### src/rtl/crash_monitor.sv
// crash_monitor: per-frame player/enemy contact test and crash/freeze/respawn sequencer.
// Define CRASH_INVULN_EN to add a post-respawn grace period that masks hits.
module crash_monitor #(
   parameter int unsigned NUM_ENEMY     = 3,
   parameter int unsigned HIT_DIST      = 16,
   parameter int unsigned LIVES_INIT    = 3,
   parameter int unsigned CRASH_FRAMES  = 60,
   parameter int unsigned FREEZE_FRAMES = 30,
   parameter int unsigned INVULN_FRAMES = 90
) (
   input  logic                    frame_clk,
   input  logic                    Reset_n,
   input  logic [10:0]             PlayerX,
   input  logic [10:0]             PlayerY,
   input  logic [11*NUM_ENEMY-1:0] EnemyX,
   input  logic [11*NUM_ENEMY-1:0] EnemyY,
   input  logic [NUM_ENEMY-1:0]    enemy_en,
   input  logic                    start,
   output logic                    crash,
   output logic [2:0]              hit_id,
   output logic                    freeze,
   output logic                    respawn,
   output logic [2:0]              lives,
   output logic                    game_over
);

   localparam int unsigned MaxFrames = (CRASH_FRAMES > FREEZE_FRAMES) ? CRASH_FRAMES
                                                                      : FREEZE_FRAMES;
   localparam int unsigned CntW = (MaxFrames > 1) ? $clog2(MaxFrames) : 1;
   localparam logic [CntW-1:0] CrashLast  = CntW'(CRASH_FRAMES - 1);
   localparam logic [CntW-1:0] FreezeLast = CntW'(FREEZE_FRAMES - 1);
   localparam logic [11:0]     HitLim     = 12'(HIT_DIST);
   localparam logic [2:0]      LivesRst   = 3'(LIVES_INIT);

   typedef enum logic [1:0] {StPlay, StCrash, StFreeze, StOver} state_e;

   state_e              state;
   logic [CntW-1:0]     cnt;
   logic [NUM_ENEMY-1:0] hit;
   logic                any_hit;
   logic                hit_live;
   logic [2:0]          hit_idx;

   // Subtraction direction is chosen per enemy so the distance never wraps.
   for (genvar g = 0; g < NUM_ENEMY; g++) begin : g_hit
      logic [10:0] ex, ey, dx, dy;
      assign ex     = EnemyX[11*g +: 11];
      assign ey     = EnemyY[11*g +: 11];
      assign dx     = (PlayerX >= ex) ? (PlayerX - ex) : (ex - PlayerX);
      assign dy     = (PlayerY >= ey) ? (PlayerY - ey) : (ey - PlayerY);
      assign hit[g] = enemy_en[g] & ({1'b0, dx} < HitLim) & ({1'b0, dy} < HitLim);
   end

   assign any_hit = |hit;

   always_comb begin
      hit_idx = 3'd0;
      for (int i = int'(NUM_ENEMY) - 1; i >= 0; i--) begin
         if (hit[i]) hit_idx = 3'(i);
      end
   end

`ifdef CRASH_INVULN_EN
   localparam int unsigned GraceW = (INVULN_FRAMES > 0) ? $clog2(INVULN_FRAMES + 1) : 1;
   localparam logic [GraceW-1:0] GraceLoad = GraceW'(INVULN_FRAMES);
   logic [GraceW-1:0] grace;
   assign hit_live = any_hit & (grace == '0);
`else
   logic unused_invuln;
   assign unused_invuln = ^32'(INVULN_FRAMES);
   assign hit_live      = any_hit;
`endif

   always_ff @(posedge frame_clk or negedge Reset_n) begin
      if (!Reset_n) begin
         state     <= StPlay;
         cnt       <= '0;
         lives     <= LivesRst;
         crash     <= 1'b0;
         hit_id    <= 3'd0;
         freeze    <= 1'b0;
         respawn   <= 1'b0;
         game_over <= 1'b0;
`ifdef CRASH_INVULN_EN
         grace     <= '0;
`endif
      end else begin
         crash   <= 1'b0;
         respawn <= 1'b0;
         unique case (state)
            StPlay: begin
`ifdef CRASH_INVULN_EN
               if (grace != '0) grace <= grace - 1'b1;
`endif
               if (hit_live && (lives != 3'd0)) begin
                  crash  <= 1'b1;
                  hit_id <= hit_idx;
                  lives  <= lives - 3'd1;
                  cnt    <= '0;
                  if (lives == 3'd1) begin
                     state     <= StOver;
                     game_over <= 1'b1;
                     freeze    <= 1'b0;
`ifdef CRASH_INVULN_EN
                     grace     <= '0;
`endif
                  end else begin
                     state  <= StCrash;
                     freeze <= 1'b1;
                  end
               end
            end
            StCrash: begin
               if (cnt == CrashLast) begin
                  state <= StFreeze;
                  cnt   <= '0;
               end else begin
                  cnt <= cnt + 1'b1;
               end
            end
            StFreeze: begin
               if (cnt == FreezeLast) begin
                  state   <= StPlay;
                  cnt     <= '0;
                  freeze  <= 1'b0;
                  respawn <= 1'b1;
`ifdef CRASH_INVULN_EN
                  grace   <= GraceLoad;
`endif
               end else begin
                  cnt <= cnt + 1'b1;
               end
            end
            StOver: begin
               // Restart goes through FREEZE so enemies get a respawn before play.
               if (start) begin
                  state     <= StFreeze;
                  cnt       <= '0;
                  lives     <= LivesRst;
                  freeze    <= 1'b1;
                  game_over <= 1'b0;
               end
            end
            default: begin
               state <= StPlay;
               cnt   <= '0;
            end
         endcase
      end
   end

endmodule

### config.mk
export PLATFORM = sky130hd
export DESIGN_NAME = crash_monitor
export DESIGN_NICKNAME = d
export VERILOG_FILES = /design/src/rtl/crash_monitor.sv
export SDC_FILE = /design/constraint.sdc
export NUM_CORES = 1
export LEC_CHECK = 0
export CAP_MARGIN = 20
export CELL_PAD_IN_SITES_DETAIL_PLACEMENT = 0
export CELL_PAD_IN_SITES_GLOBAL_PLACEMENT = 2
export CORE_MARGIN = 1
export CORE_UTILIZATION = 34
export DETAILED_ROUTE_END_ITERATION = 7
export PLACE_DENSITY_LB_ADDON = 0.1
export SYNTH_ARGS = -nofsm -noshare
export SYNTH_HDL_FRONTEND = slang
export SYNTH_SLANG_ARGS = --single-unit
### constraint.sdc
create_clock -name frame_clk -period 6.48 [get_ports frame_clk]
set_clock_uncertainty 0.15 [all_clocks]
set_input_delay 1.296 -clock frame_clk [delete_from_list [all_inputs] [get_ports frame_clk]]
set_output_delay 1.296 -clock frame_clk [all_outputs]
set_load 0.1 [all_outputs]
== Yosys cells after proc, flatten, opt, wreduce, memory -nomap -nowiden ==
Index checks and enable logic that the tools add are counted.
Word-level totals
  register bits: 18
  latch bits: 0
  RAM bits: 0
  memory bits (read-only): 0
  input bits: 94
  logic and storage cells: 99
  memories kept: 0
Operators by class
  add/subtract/negate cells: 14
  multiply operators: 0
  div/mod/pow operators: 0
  magnitude comparators: 12
  equal/unequal tests: 11
  shifts and indexed selects: 0
  multiplexer cells: 36
  bitwise operators: 6
  reduce and logical (&&, ||, !) cells: 12
Operators with widths (count)
  $sub A11 B11 Y11: 12
  $ge A11 B11 Y1: 6
  $lt A11 B5 Y1 const B: 6
  $mux W11: 6
  $mux W6: 4
  $pmux W6 S4: 1
  $mux W2: 7
  $reduce_and A4 Y1: 3
  $mux W1: 11
  $ne A2 B2 Y1 const B: 5
  $mux W3: 3
  $pmux W2 S4: 1
  $add A6 B1 Y6 const B: 1
  $and A1 B1 Y1: 6
  $eq A6 B5 Y1 const B: 1
  $eq A6 B6 Y1 const B: 1
  $pmux W3 S2: 1
  $reduce_bool A3 Y1: 2
  $eq A2 B2 Y1 const B: 2
  $reduce_and A2 Y1: 2
  $eq A3 B1 Y1 const B: 1
  $pmux W1 S3: 1
  $reduce_and A3 Y1: 1
  $reduce_or A3 Y1: 1
  6 further kinds: 6

== Logic depth before layout (Yosys ltp) ==
  word-level depth: 9
  gate-level depth with buffers: 15
  mapped depth without buffers: 13

== Worst setup path before layout ==
OpenSTA, ideal clock, no wires.
  path type: in2reg
  start: input port PlayerX[8]
  end: register freeze
  library setup time: 0.128 ns
  arrival: 5.083 ns
  required time: 6.202 ns
  setup slack: 1.119 ns
  cell stages on the path: 13
  path buffers: 0
  path through: inv_1 > ha_1 > a21oi_1 > a2bb2oi_1 > o211a_1 > nor3b_4 > mux2_4 > or3_1 > a2111oi_2 > or4b_4 > a31o_4 > a2111oi_4 > mux2_1
On the way
  word-level cells in the longest chain between the ends: 9
Ends and longest elaborated chain
  start: declaration: RTL line 13  | input logic [10:0] PlayerX,
  $sub A11 B11 Y11 / $ge A11 B11 Y1 (equally long branches): RTL line 49  | assign dx = (PlayerX >= ex) ? (PlayerX - ex) : (ex - PlayerX);
  $mux W11: RTL line 49
  $lt A11 B5 Y1: RTL line 51  | assign hit[g] = enemy_en[g] & ({1'b0, dx} < HitLim) & ({1'b0, dy} < HitLim);
  $and A1 B1 Y1 (2 in series): RTL line 51
  $reduce_or A3 Y1 (*): RTL line 54  | assign any_hit = |hit;
  $logic_and A1 B1 Y1 (*): RTL line 95  | if (hit_live && (lives != 3'd0)) begin
  $ne A2 B2 Y1 (no source line) (*)
  $reduce_and A4 Y1 (no source line) (*)
  end signal: assignment: RTL line 81  | freeze <= 1'b0;
  end signal: assignment: RTL line 103  | freeze <= 1'b0;
  end signal: assignment: RTL line 109  | freeze <= 1'b1;
  end: declaration: RTL line 21  | output logic freeze,
Every way passes the cells marked *; elsewhere a longest branch is shown, timed or not.
A chain may end at the register's enable or synchronous reset.

== Final worst setup path ==
  start: input port PlayerY[8]
  end: register freeze
On the way
  word-level cells in the longest chain between the ends: 8
Ends and longest elaborated chain
  start: declaration: RTL line 14  | input logic [10:0] PlayerY,
  $sub A11 B11 Y11 / $ge A11 B11 Y1 (equally long branches): RTL line 50  | assign dy = (PlayerY >= ey) ? (PlayerY - ey) : (ey - PlayerY);
  $mux W11: RTL line 50
  $lt A11 B5 Y1: RTL line 51
  $and A1 B1 Y1: RTL line 51
  $reduce_or A3 Y1 (*): RTL line 54
  $logic_and A1 B1 Y1 (*): RTL line 95
  $ne A2 B2 Y1 (no source line) (*)
  $reduce_and A4 Y1 (no source line) (*)
Marked as above.

==> results.yml <==
run_status:
  status: "finished, violations left"
  violations: "DRC"
worst_setup_path:
  worst_setup_path_start_kind: "input pin"
  worst_path_max_delay_cell: "clkdlybuf4s50_1"
  r2r-end: "cnt[1]"
  worstPathMaxFanout: 10
  cp-end-kind: "flop"
  cp_data_required_time_ns: 6.46
  crit_chain: "clkdlybuf4s50_1, inv_1, ha_1, nand3_1, or3_1, a21oi_1, nor2_1, a2111oi_0, o221ai_1, a2111oi_2, or4b_4, a31o_4, a2111oi_4, mux2_1"
  reg2reg_depth: 4
  slowest_delay_ns: 0.64
  crit_type: "input pin to flop"
  r2r_slack_ns: 4.13
  r2r-start: "state[0]"
  cp.arrival_ns: 5.92
floorplanning:
  die_h_um: 138
  start_util: 0.348
  die_w_um: 138
  pin_count: 104
  rows: 49
  dieArea_um2: 19100
  core-area_um2: 18100
pwr:
  p_leak_nw: 3.66
  switching_share: 0.498
  internal_power_mw: 0.534
  p_seq_frac: 0.130
  peakVddDrop_uv: 92.0
  p_sw_mw: 0.530
  p_per_area_nw_per_um2: 140
  finalPower_mw: 1.06
  clock_power_share: 0.116
  p_comb_frac: 0.754
logic_synthesis:
  muxShareOfSynthArea: 0.0385
  synth_xor_area_frac: 0.0347
  synth_flop_cell: "dfrtp_1"
  synthArstFlopShare: 1.00
  synthCells: 865
  syn_avg_cell_area_um2: 7.28
  synth-simple-area-share: 0.182
  synthAdderAreaFrac: 0.270
  synth_area_um2: 6300
  yosysWarnings: 0
  synth-seq-area-share: 0.0679
  synth_edf_count: 0
  synth_top_family_by_area: "compound AO/OA/AOI/OAI gates"
  synth_cell_type_count: 78
  ys_seq_elements: 17
  synth_compound_area_frac: 0.316
  synth_nets: 1095
clock_network:
  cts-resized-gates: 0
  post-cts-setup-buffers: 0
  cts_root_buf: "clkbuf_16"
  cts_buffer_depth: 2
  clock_sinks: 17
  clock_latency_ns: 0.25
  ctsHtreeMaxLevel: 1
  hold_buffers: 0
  cts_made_buffers: 3
  cts_tree: "done"
  clk_pin_slew_ns: 0.05
timing:
  finalMaxSlewViolations: 0
  slew_headroom: 0.348
  hold_violations: 0
  finalSetupViolations: 0
  fin_tns_setup_ns: 0
  layout_min_cycle_time_ns: 5.94
  grt_setup_unrepaired: "no"
  worstMarginPinSlew_ns: 0.975
  fin_crit_sh: 0.917
  fmax_mhz: 168
  holdWs_ns: 0.375
place:
  port_buffers: 102
  gp_congestion: 0.907
  dpl.cell_count: 1172
  placed_area_um2: 7530
  hpwl_um: 17900
grt:
  grt_usage: 0.211
  grt_max_degree: 18
  grt.overflow.total: 0
  grt_pass1_wl_um: 32800
  grt_pass1_vias: 6304
  antenna_found_initial: 0
min_path:
  hold_start: "freeze"
  worstHoldPathType: "flop to flop"
  holdPathStages: 1
  whs_endpoint: "freeze"
flow_run:
  timing.max_cap.violations: 0
final_layout:
  n_fill_cell: 1847
  syn2layout_area_growth_pct: 20.8
  final_common_cell: "ha_1"
  final_cells: 1177
  fin_area_um2: 7610
  mostFrequentLayoutCells: "ha_1, inv_1, clkdlybuf4s50_1"
  final_nets: 1178
  layout-drive-gt1-share: 0.0285
detailed_routing:
  antenna_left: 0
  first_pass_iters: 7
  viasPerCell: 5.65
  routed_wl_um: 20700
  drt_iter0_markers: 393
  vias: 6651
  drc: 16
  detail_route.wl_per_cell_um: 17.6
==> cells by family (layout without fill, tap and decap cells) <==
| group | after synthesis | count (layout) |
|---|---|---|
| other | 1 | 2 |
| xor gates and xnor gates | 25 | 25 |
| DFF | 17 | 17 |
| adders and majority gates | 136 | 136 |
| and+or+nand+nor | 219 | 219 |
| muxes | 23 | 23 |
| AOI/OAI and AO/OA | 294 | 294 |
| buffers and inverters | 150 | 232 |
==> cells in the mapped netlist (3+ instances only) <==
cell type	count	area [um2]
a2111oi_0	7	61.3
a211o_1	3	26.3
a211oi_1	16	120
a21o_1	25	188
a21oi_1	81	405
a22oi_1	3	22.5
a311oi_1	3	26.3
a31oi_1	16	100
a32oi_1	3	26.3
and2_1	9	56.3
and3_1	5	31.3
and4_1	4	35.0
clkbuf_1	27	101
dfrtp_1	15	375
ha_1	136	1700
inv_1	121	454
mux2_2	5	56.3
mux2i_1	16	160
nand2_1	52	195
nand2b_1	12	75.1
nand3_1	21	105
nand3b_1	4	30.0
nand4_1	11	68.8
nor2_1	42	158
nor2b_1	14	87.6
nor3_1	16	80.1
nor4_1	5	31.3
o2111ai_1	4	35.0
o211a_1	4	40.0
o211ai_1	15	113
o21a_1	11	82.6
o21ai_0	51	255
o21bai_1	6	45.0
o221ai_1	3	26.3
o311ai_0	4	35.0
o31a_1	3	26.3
o31ai_1	9	67.6
o32ai_1	4	35.0
or3_1	8	50.1
or4_1	5	37.5
xnor2_1	17	149
xor2_1	8	70.1
==> worst max path at each step <==
stage                          start      to  slack, ns  depth (start not counted)
final                     PlayerY[8]  freeze       0.54                         14
after global routing      PlayerY[8]  freeze       0.21                         14
after CTS                 PlayerY[8]  freeze       0.50                         14
after detailed placement  PlayerY[8]  freeze       0.24                         14
after global placement    PlayerY[8]  freeze       0.29                         14
after floorplan           PlayerX[8]  freeze       1.12                         13
==> through the flow <==
step / worst slack [ns] / util
global route: 0.207 / 0.421
CTS: 0.499 / 0.421
finish: 0.538 / 0.421
detailed placement: 0.244 / 0.417
global placement: 0.291 / 0.417
floorplan: 1.12 / -
==> critical path, delay by kind of cell <==
family | cells | cell delay (ns)
compound gates | 6 | 1.69
fa+ha+maj | 1 | 0.51
buf+inv | 2 | 0.83
mux | 1 | 0.36
simple gates | 4 | 1.24
==> power by group through the flow <==
stage / clock [mW] / sequential [mW] / combinational (mW)
6_report: 0.124 / 0.138 / 0.802
5_1_grt: 0.132 / 0.141 / 0.883
4_1_cts: 0.127 / 0.139 / 0.798
3_5_place_dp: 0 / 0.140 / 0.794
3_3_place_gp: 0 / 0.139 / 0.793
2_1_floorplan: 0 / 0.174 / 0.522
==> routing by layer <==
metal | part of all wire | GRT usage | wire [um]
met1 | 0.50 | 0.306 | 10400
met2 | 0.43 | 0.336 | 8940
met3 | 0.053 | 0.0242 | 1100
met4 | 0.013 | 0.0396 | 278
met5 | 0 | 0 | 0
==> cell type report <==
class	count	area [um2]	share of cell area
Antenna cell	1	2.50	0.000329
Tap cell	229	287	0.0376
Clock buffer	4	78.8	0.0104
Sequential cell	17	428	0.0562
Timing Repair Buffer	107	1060	0.139
Inverter	121	454	0.0596
Multi-Input combinational cell	698	5310	0.697
==> state kept, by name, indices dropped and copies added (netlist names) <==
register / count
freeze: 1
game_over: 1
crash: 1
cnt: 6
respawn: 1
lives: 3
hit_id: 2
state: 2
Power figures use the tool's default switching activity.
